### src/rtl/mc_ctrl.sv
// Multi-cycle MIPS controller: sequences fetch/decode/execute/memory/write-back and
// drives every datapath write enable and mux select from the current state and IR fields.
module mc_ctrl #(
   parameter int unsigned MEM_WAIT = 0
) (
   input  logic       clk,
   input  logic       reset,
   input  logic [5:0] op,
   input  logic [5:0] funct,
   input  logic       zero,
   output logic       pc_wr,
   output logic [1:0] pc_src,
   output logic       ir_wr,
   output logic       mem_wr,
   output logic       reg_wr,
   output logic [1:0] reg_dst,
   output logic [1:0] wd_src,
   output logic [1:0] alu_srcb,
   output logic [1:0] alu_op,
   output logic [1:0] e_op,
   output logic [2:0] state,
   output logic       illegal
);

   typedef enum logic [2:0] {
      FETCH  = 3'd0,
      DECODE = 3'd1,
      EXE    = 3'd2,
      MEM    = 3'd3,
      WB     = 3'd4
   } state_t;

   localparam logic [2:0] WaitLast = 3'(MEM_WAIT);

   state_t     state_q, state_d;
   logic [2:0] cnt_q, cnt_d;
   logic       illegal_q, illegal_d;

   logic isR, isAddu, isSubu, isOri, isLw, isSw, isBeq, isLui, isJ, isJal, isSupported;

   assign isR         = (op == 6'h00);
   assign isAddu      = isR && (funct == 6'h21);
   assign isSubu      = isR && (funct == 6'h23);
   assign isOri       = (op == 6'h0D);
   assign isLw        = (op == 6'h23);
   assign isSw        = (op == 6'h2B);
   assign isBeq       = (op == 6'h04);
   assign isLui       = (op == 6'h0F);
   assign isJ         = (op == 6'h02);
   assign isJal       = (op == 6'h03);
   assign isSupported = isAddu | isSubu | isOri | isLw | isSw | isBeq | isLui | isJ | isJal;

   always_ff @(posedge clk) begin
      if (reset) begin
         state_q   <= FETCH;
         cnt_q     <= 3'd0;
         illegal_q <= 1'b0;
      end else begin
         state_q   <= state_d;
         cnt_q     <= cnt_d;
         illegal_q <= illegal_d;
      end
   end

   always_comb begin
      state_d   = state_q;
      cnt_d     = cnt_q;
      illegal_d = illegal_q;
      pc_wr     = 1'b0;
      pc_src    = 2'b00;
      ir_wr     = 1'b0;
      mem_wr    = 1'b0;
      reg_wr    = 1'b0;
      reg_dst   = 2'b00;
      wd_src    = 2'b00;
      alu_srcb  = 2'b00;
      alu_op    = 2'b00;
      e_op      = 2'b00;

      // The extender mode follows the IR everywhere except FETCH, where the IR is stale.
      if (state_q != FETCH) begin
         if (isOri)      e_op = 2'b01;
         else if (isLui) e_op = 2'b10;
         else if (isBeq) e_op = 2'b11;
      end

      case (state_q)
         FETCH: begin
            ir_wr   = 1'b1;
            pc_wr   = 1'b1;
            state_d = DECODE;
         end
         DECODE: begin
            if (isJ || isJal) begin
               pc_wr   = 1'b1;
               pc_src  = 2'b10;
               state_d = FETCH;
               if (isJal) begin
                  reg_wr  = 1'b1;
                  reg_dst = 2'b10;
                  wd_src  = 2'b10;
               end
            end else if (!isSupported) begin
               illegal_d = 1'b1;
               state_d   = FETCH;
            end else begin
               state_d = EXE;
            end
         end
         EXE: begin
            state_d = FETCH;
            if (isAddu || isSubu) begin
               alu_op  = isSubu ? 2'b01 : 2'b00;
               state_d = WB;
            end else if (isOri || isLui) begin
               alu_srcb = 2'b10;
               alu_op   = isLui ? 2'b11 : 2'b10;
               state_d  = WB;
            end else if (isLw || isSw) begin
               alu_srcb = 2'b10;
               cnt_d    = 3'd0;
               state_d  = MEM;
            end else if (isBeq) begin
               alu_op = 2'b01;
               pc_src = 2'b01;
               pc_wr  = zero;
            end
         end
         MEM: begin
            // Store strobes only on the last wait cycle so memory sees a single write.
            if (cnt_q == WaitLast) begin
               mem_wr  = isSw;
               state_d = isLw ? WB : FETCH;
            end else begin
               cnt_d = cnt_q + 3'd1;
            end
         end
         WB: begin
            reg_wr  = 1'b1;
            reg_dst = isR ? 2'b01 : 2'b00;
            wd_src  = isLw ? 2'b01 : 2'b00;
            state_d = FETCH;
         end
         default: begin
            state_d = FETCH;
         end
      endcase

      // Reset must abort any instruction in flight without a partial write.
      if (reset) begin
         pc_wr    = 1'b0;
         pc_src   = 2'b00;
         ir_wr    = 1'b0;
         mem_wr   = 1'b0;
         reg_wr   = 1'b0;
         reg_dst  = 2'b00;
         wd_src   = 2'b00;
         alu_srcb = 2'b00;
         alu_op   = 2'b00;
         e_op     = 2'b00;
      end
   end

   assign state   = state_q;
   assign illegal = illegal_q;

endmodule
### config.mk
export PLATFORM = sky130hd
export DESIGN_NAME = mc_ctrl
export DESIGN_NICKNAME = d
export VERILOG_FILES = /design/src/rtl/mc_ctrl.sv
export SDC_FILE = /design/constraint.sdc
export NUM_CORES = 1
export LEC_CHECK = 0
export ABC_CLOCK_PERIOD_IN_PS = 2700
export CAP_MARGIN = 25
export CORE_AREA = 5 5 48 50
export DETAILED_ROUTE_END_ITERATION = 16
export DIE_AREA = 0 0 53 55
export GPL_TIMING_DRIVEN = 0
export PLACE_DENSITY = 0.8
export SYNTH_ARGS = -nofsm -noshare
export SYNTH_HDL_FRONTEND = slang
export SYNTH_SLANG_ARGS = --single-unit
export TNS_END_PERCENT = 10
### constraint.sdc
create_clock -name clk -period 2.7 [get_ports clk]
set_clock_uncertainty 0.2 [all_clocks]
set_input_delay 0.54 -clock clk [delete_from_list [all_inputs] [get_ports clk]]
set_output_delay 0.54 -clock clk [all_outputs]
set_load 0.03 [all_outputs]
**Yosys cells after proc, flatten, opt, wreduce, memory -nomap -nowiden**

Index checks and enable logic that the tools add are counted.

- Output and inout port bits: 20
- Flip-flop bits (word level): 7
- Memory bits (writable): 0
- Bits in latches: 0
- Memories: 0
- Bits in read-only memories: 0

- Bitwise logic cells: 10
- Divide/modulo/power cells: 0
- Muxes and demuxes: 60
- Eq/ne operators: 18
- Magnitude comparators: 0
- Shift operators: 0
- $add $sub $neg: 1
- Reduce and logical (&&, ||, !) cells: 13
- Multipliers: 0

Operators with widths:

| operator | number |
|---|---|
| 2-bit two-way mux | 23 |
| 6-bit == test, second input constant | 4 |
| 3-bit two-way mux | 8 |
| 1-bit two-way mux | 22 |
| 6-bit by 2-bit == test with 1-bit output, second input constant | 2 |
| 6-bit by 4-bit == test with 1-bit output, second input constant | 2 |
| 2-bit case mux with 2 select lines | 3 |
| 3-bit case mux with 4 select lines | 1 |
| 2-bit inequality test, second input constant | 5 |
| 1-bit bitwise OR | 8 |
| 3-bit by 2-bit == test with 1-bit output, second input constant | 2 |
| 6-bit by 3-bit == test with 1-bit output, second input constant | 1 |
| 3-bit zero test | 2 |
| 6-bit zero test | 1 |
| 3-bit case mux with 2 select lines | 1 |
| 5-bit AND reduction | 1 |
| 1-bit logical OR | 4 |
| 3-bit by 1-bit adder with 3-bit output, second input constant | 1 |
| 3-bit by 1-bit == test with 1-bit output, second input constant | 1 |
| 3-bit == test, second input constant | 1 |
| 1-bit case mux with 3 select lines | 1 |
| 3-bit AND reduction | 1 |
| 3-bit nonzero test | 1 |
| 1-bit logical AND | 2 |
| other kinds (3) | 4 |

**Depth between registers and ports, before layout**

- Depth after elaboration: 13
- Depth in mapped cells: 6
- Depth with buffers taken out: 6

**Worst setup path before layout**

No wires, ideal clock.

- Path kind: in2out
- Start point: input op[3]
- End point: output wd_src[1]
- Path slack: -0.174 ns
- Data arrival time: 2.134 ns
- Cell stages on the path: 6
- Cells stage by stage: buf_4 > nor3_4 > nand3b_1 > nor2_1 > and2_1 > buf_4

- Cells in the longest elaborated chain, start to end: 5

Ends and longest elaborated chain:

| element | line | RTL |
|---|---|---|
| start: declaration | 8 | `input logic [5:0] op,` |
| 6-bit by 2-bit == test with 1-bit output (on tied branches) | 50, 49 |  |
| 2-bit two-way mux / 1-bit logical OR (equally long branches) | 98, 94 |  |
| 2-bit two-way mux * | 94 | `if (isJ \|\| isJal) begin` |
| 2-bit case mux with 2 select lines * | 87 | `case (state_q)` |
| 2-bit two-way mux * | 150 | `if (reset) begin` |
| end: declaration | 17 | `output logic [1:0] wd_src,` |

Mark *: on every way between the ends. The rest lies on a longest branch, timed or not.

**Worst setup path after layout**

- Start point: input op[4]
- End point: output e_op[0]

- Cells in the longest elaborated chain, start to end: 6

Ends and longest elaborated chain:

| element | line | RTL |
|---|---|---|
| 6-bit by 3-bit == test with 1-bit output | 47 | `assign isBeq = (op == 6'h04);` |
| 2-bit two-way mux | 84 | `else if (isBeq) e_op = 2'b11;` |
| 2-bit two-way mux | 83 | `else if (isLui) e_op = 2'b10;` |
| 2-bit two-way mux * | 82 | `if (isOri) e_op = 2'b01;` |
| 2-bit two-way mux * | 81 | `if (state_q != FETCH) begin` |
| 2-bit two-way mux * | 150 |  |
| end: declaration | 20 | `output logic [1:0] e_op,` |

Marks and branches as above.

==> results.txt <==
For the finished layout, the period the worst path requires is 2.66 ns. The placed instances occupy a cell area of 0.00108 mm^2. The tools report the final antenna-violating net count as 0. 35 I/O pins were placed. Wires add up to 1990 um. Setup slack closes at 0.0408 ns. Setup repair after global routing could not meet its margin everywhere. The library cell used as clock root buffer was clkbuf_4. For the number of design rule violations left after detail routing, the log shows 0.

The count of nets after finishing came out at 150. The register area share after synthesis is 0.192, and the parity-gate share of the synthesized area counting xor and xnor cells is 0.0360. Quantity of I/O buffers inserted on ports: 31. The worst IR drop on VDD was 129 uV. The delay of the slowest cell on the worst path was 0.43 ns.

The area overhead of the layout relative to synthesis is 48.4%. The run gives 0 as the hold violation count in the final report. The share of synthesized area spent on multiplexers was 0; the post-synth net total was 114.

Counting instances in the post-synthesis netlist gives the leading cell types as nand2_1, nor2_1, nor3_1, dfxtp_1, a21oi_1. The fraction of the mapped netlist area in simple logic gates is 0.434, and the proportion of layout cells with a drive suffix above 1 is 0.273. The max-slew violation count is 0. After detailed routing, the average wire length per cell comes to 12.5 um. The global-route wire length before repair is 3250 um. The run gives 0 as the number of antenna violations at the first check in global routing. The tightest min-delay check is of the register to register type. The design draws 0.299 mW. The post-synthesis compound-gate area fraction was 0.175. In this run, synthesis inferred 0 flip-flops with an integrated enable.

Largest family of logic cells by synthesized area: simple AND/OR/NAND/NOR gates. The logs give 0.00292 mm^2 for the floorplan die area and 11 for the pin count of the biggest net entering global routing. The first-pass detailed-route iteration total came out at 4. The tools report the final HPWL from detailed placement as 1620 um. The nature of the critical path startpoint is an input pin.

Counting distinct cell types in the post-synthesis netlist gives 36. Of all cell types, the one taking the most synthesized area is dfxtp_1. The top achievable clock speed is 0.376 GHz. The critical path contains buffers and inverters numbering 2 combined.

0 antenna diodes ended up in the layout. The total track usage is 0.152. Once the clock tree was built, the setup fixing pass inserted 0 buffers. Among all flip-flop cells after synthesis, the most frequent one is dfxtp_1.

The clock transition time at the flip-flop clock pins of the worst setup and hold paths is 0.05 ns. Prior to clock tree synthesis, the placed netlist has a worst setup slack of -0.754 ns. After synthesis, the cell types taking the most area are dfxtp_1, nor3_1, buf_6, nand2_1, nor2_1.

The die outline width came out at 53 um. The fraction of post-synthesis cell area in the top cell type by area is 0.192. The number of global-route vias before repair came out at 809.

The logs give 0 ns for the final total negative setup slack and 0.392 for the starting density of the core. The longest clock path from root to sink contains 2 buffers. The run gives 0.826 as the final weighted congestion in routability-driven placement. STA puts the critical path data arrival time at 1.92 ns. Counting flops and latches in the post-synthesis netlist gives 7.

Measured along the y axis, the die boundary spans 55 um. The tools report the yosys synthesis warning count as 0. The logs give 1 for the number of H-tree levels and 0.00108 mm^2 for the cell area after layout. Summing every instance area after synthesis gives 729 um^2. Total global routing overflow: 0. The tools report the total number of vias as 836. The critical path goes through dlygate4sd2_1 -> or3b_4 -> nor4b_2 -> clkdlybuf4s15_1. The share of synthesized flip-flops with an asynchronous set or reset is 0.

The number of clock sinks is 7. Synthesis produced a netlist whose cell count is 97. Power spread over the standard cell area amounts to 277 mW/mm^2. The number of buffers inserted during clock tree synthesis was 3; the mean number of vias per cell was 5.26. The required time at the endpoint of the critical path was 1.96 ns; the average cell area after synthesis was 7.52 um^2. Across the run, the number of max-cap violations was 0. The final cycle utilization of the critical path is 0.985, and the number of placement rows is 16. Buffers inserted to repair hold after CTS numbered 0. Arithmetic-cell share of the synthesized area counting full adders, half adders and majority gates: 0.0343. Area inside the core boundary: 0.00186 mm^2. TritonCTS built the clock tree.

The tools report the leakage component of the power as 0.448 nW. The family of cells with the greatest summed delay on the critical path is buffers and inverters. The run finished with clean final reports.

The master of the slowest instance on the critical path is or3b_4. The insertion delay of the later-clocked pin in the worst-skew pair is 0.26 ns, and the peak fanout along the critical path is 4. The tools report the setup-violating endpoint count in the final report as 0.

STA classifies the critical path endpoint as an output port. The iteration-0 DRC count of the detailed router came out at 24. The setup path with the least slack is of type input pin to output port.
## where the power goes
| group | total [mW] | switching (mW) | internal (mW) |
|---|---|---|---|
| Clock | 0.0974 | 0.0409 | 0.0565 |
| Combinational | 0.0930 | 0.0500 | 0.0430 |
| Sequential | 0.109 | 0.00220 | 0.107 |
| Total | 0.299 | 0.0931 | 0.206 |
## layout by cell type, fill, tap and decap left out, types with 2 or more instances in the layout
| cell type | count |
|---|---|
| a211oi_1 | 2 |
| nor3_2 | 2 |
| ha_1 | 2 |
| nor3_1 | 7 |
| nand2b_1 | 3 |
| nand2_1 | 10 |
| inv_1 | 4 |
| clkbuf_4 | 4 |
| nand3_1 | 3 |
| buf_4 | 9 |
| dfxtp_1 | 6 |
| and2_1 | 2 |
| dlygate4sd2_1 | 9 |
| xor2_1 | 2 |
| o21ai_2 | 2 |
| nand4_1 | 3 |
| clkdlybuf4s50_1 | 11 |
| clkbuf_2 | 3 |
| nor4b_2 | 2 |
| nor2_1 | 9 |
| and4_1 | 2 |
| or3_1 | 4 |
| buf_6 | 4 |
| a21oi_1 | 5 |
## worst reg2reg max path, cell delays in order, from the launching register on
cell and delay [ns]:
dfxtp_1 0.31, inv_1 0.09, ha_1 0.14, or2b_2 0.33
nand3_1 0.20, o22a_2 0.22, o21ai_2 0.05
## cells by family after synthesis
group,Yosys count
simple gates,56
compound gates,16
buf+inv,12
flops,7
xor+xnor,3
fa+ha+maj,2
other cells,1
## per-stage QoR
step	instances	util	hold WS, ns
floorplan	97	-	0.275
global placement	155	0.581	0.260
global route	159	0.581	0.290
finish	159	0.581	0.271
CTS	159	0.586	0.273
detailed placement	155	0.581	0.261
## registers in the layout, summed over array words and instances, names as in the netlist
name,flops
cnt_q,3
illegal,1
state,3
## final timing paths
| check | startpoint | end | slack (ns) | depth (start not counted) |
|---|---|---|---|---|
| hold / removal | illegal | illegal | 0.27 | 1 |
| hold reg to reg | illegal | illegal | 0.27 | 1 |
| setup / recovery | op[4] | e_op[0] | 0.04 | 4 |
| setup reg to reg | cnt_q[0] | state[1] | 1.04 | 6 |
## final cells by class
| cell class | count | area (um^2) |
|---|---|---|
| plain buffers | 8 | 75.1 |
| clock buffers | 4 | 26.3 |
| fillers | 177 | 779 |
| inverters | 4 | 15.0 |
| multi-input cells | 78 | 527 |
| flip-flops and latches | 7 | 141 |
| well taps | 27 | 33.8 |
| repair buffers | 31 | 264 |
## metal layers
layer	wire length [um]	track usage
met2	932	0.262
met5	0	0
met3	136	0.0295
met1	868	0.169
met4	57	0.102
## what timing repair did
action	in CTS	in global routing
pin swaps	1	0
gates resized for setup	56	8
endpoints found under the setup margin	15	8
hold endpoints to repair	0	0
Note: power is estimated with default switching activity, not from simulation.
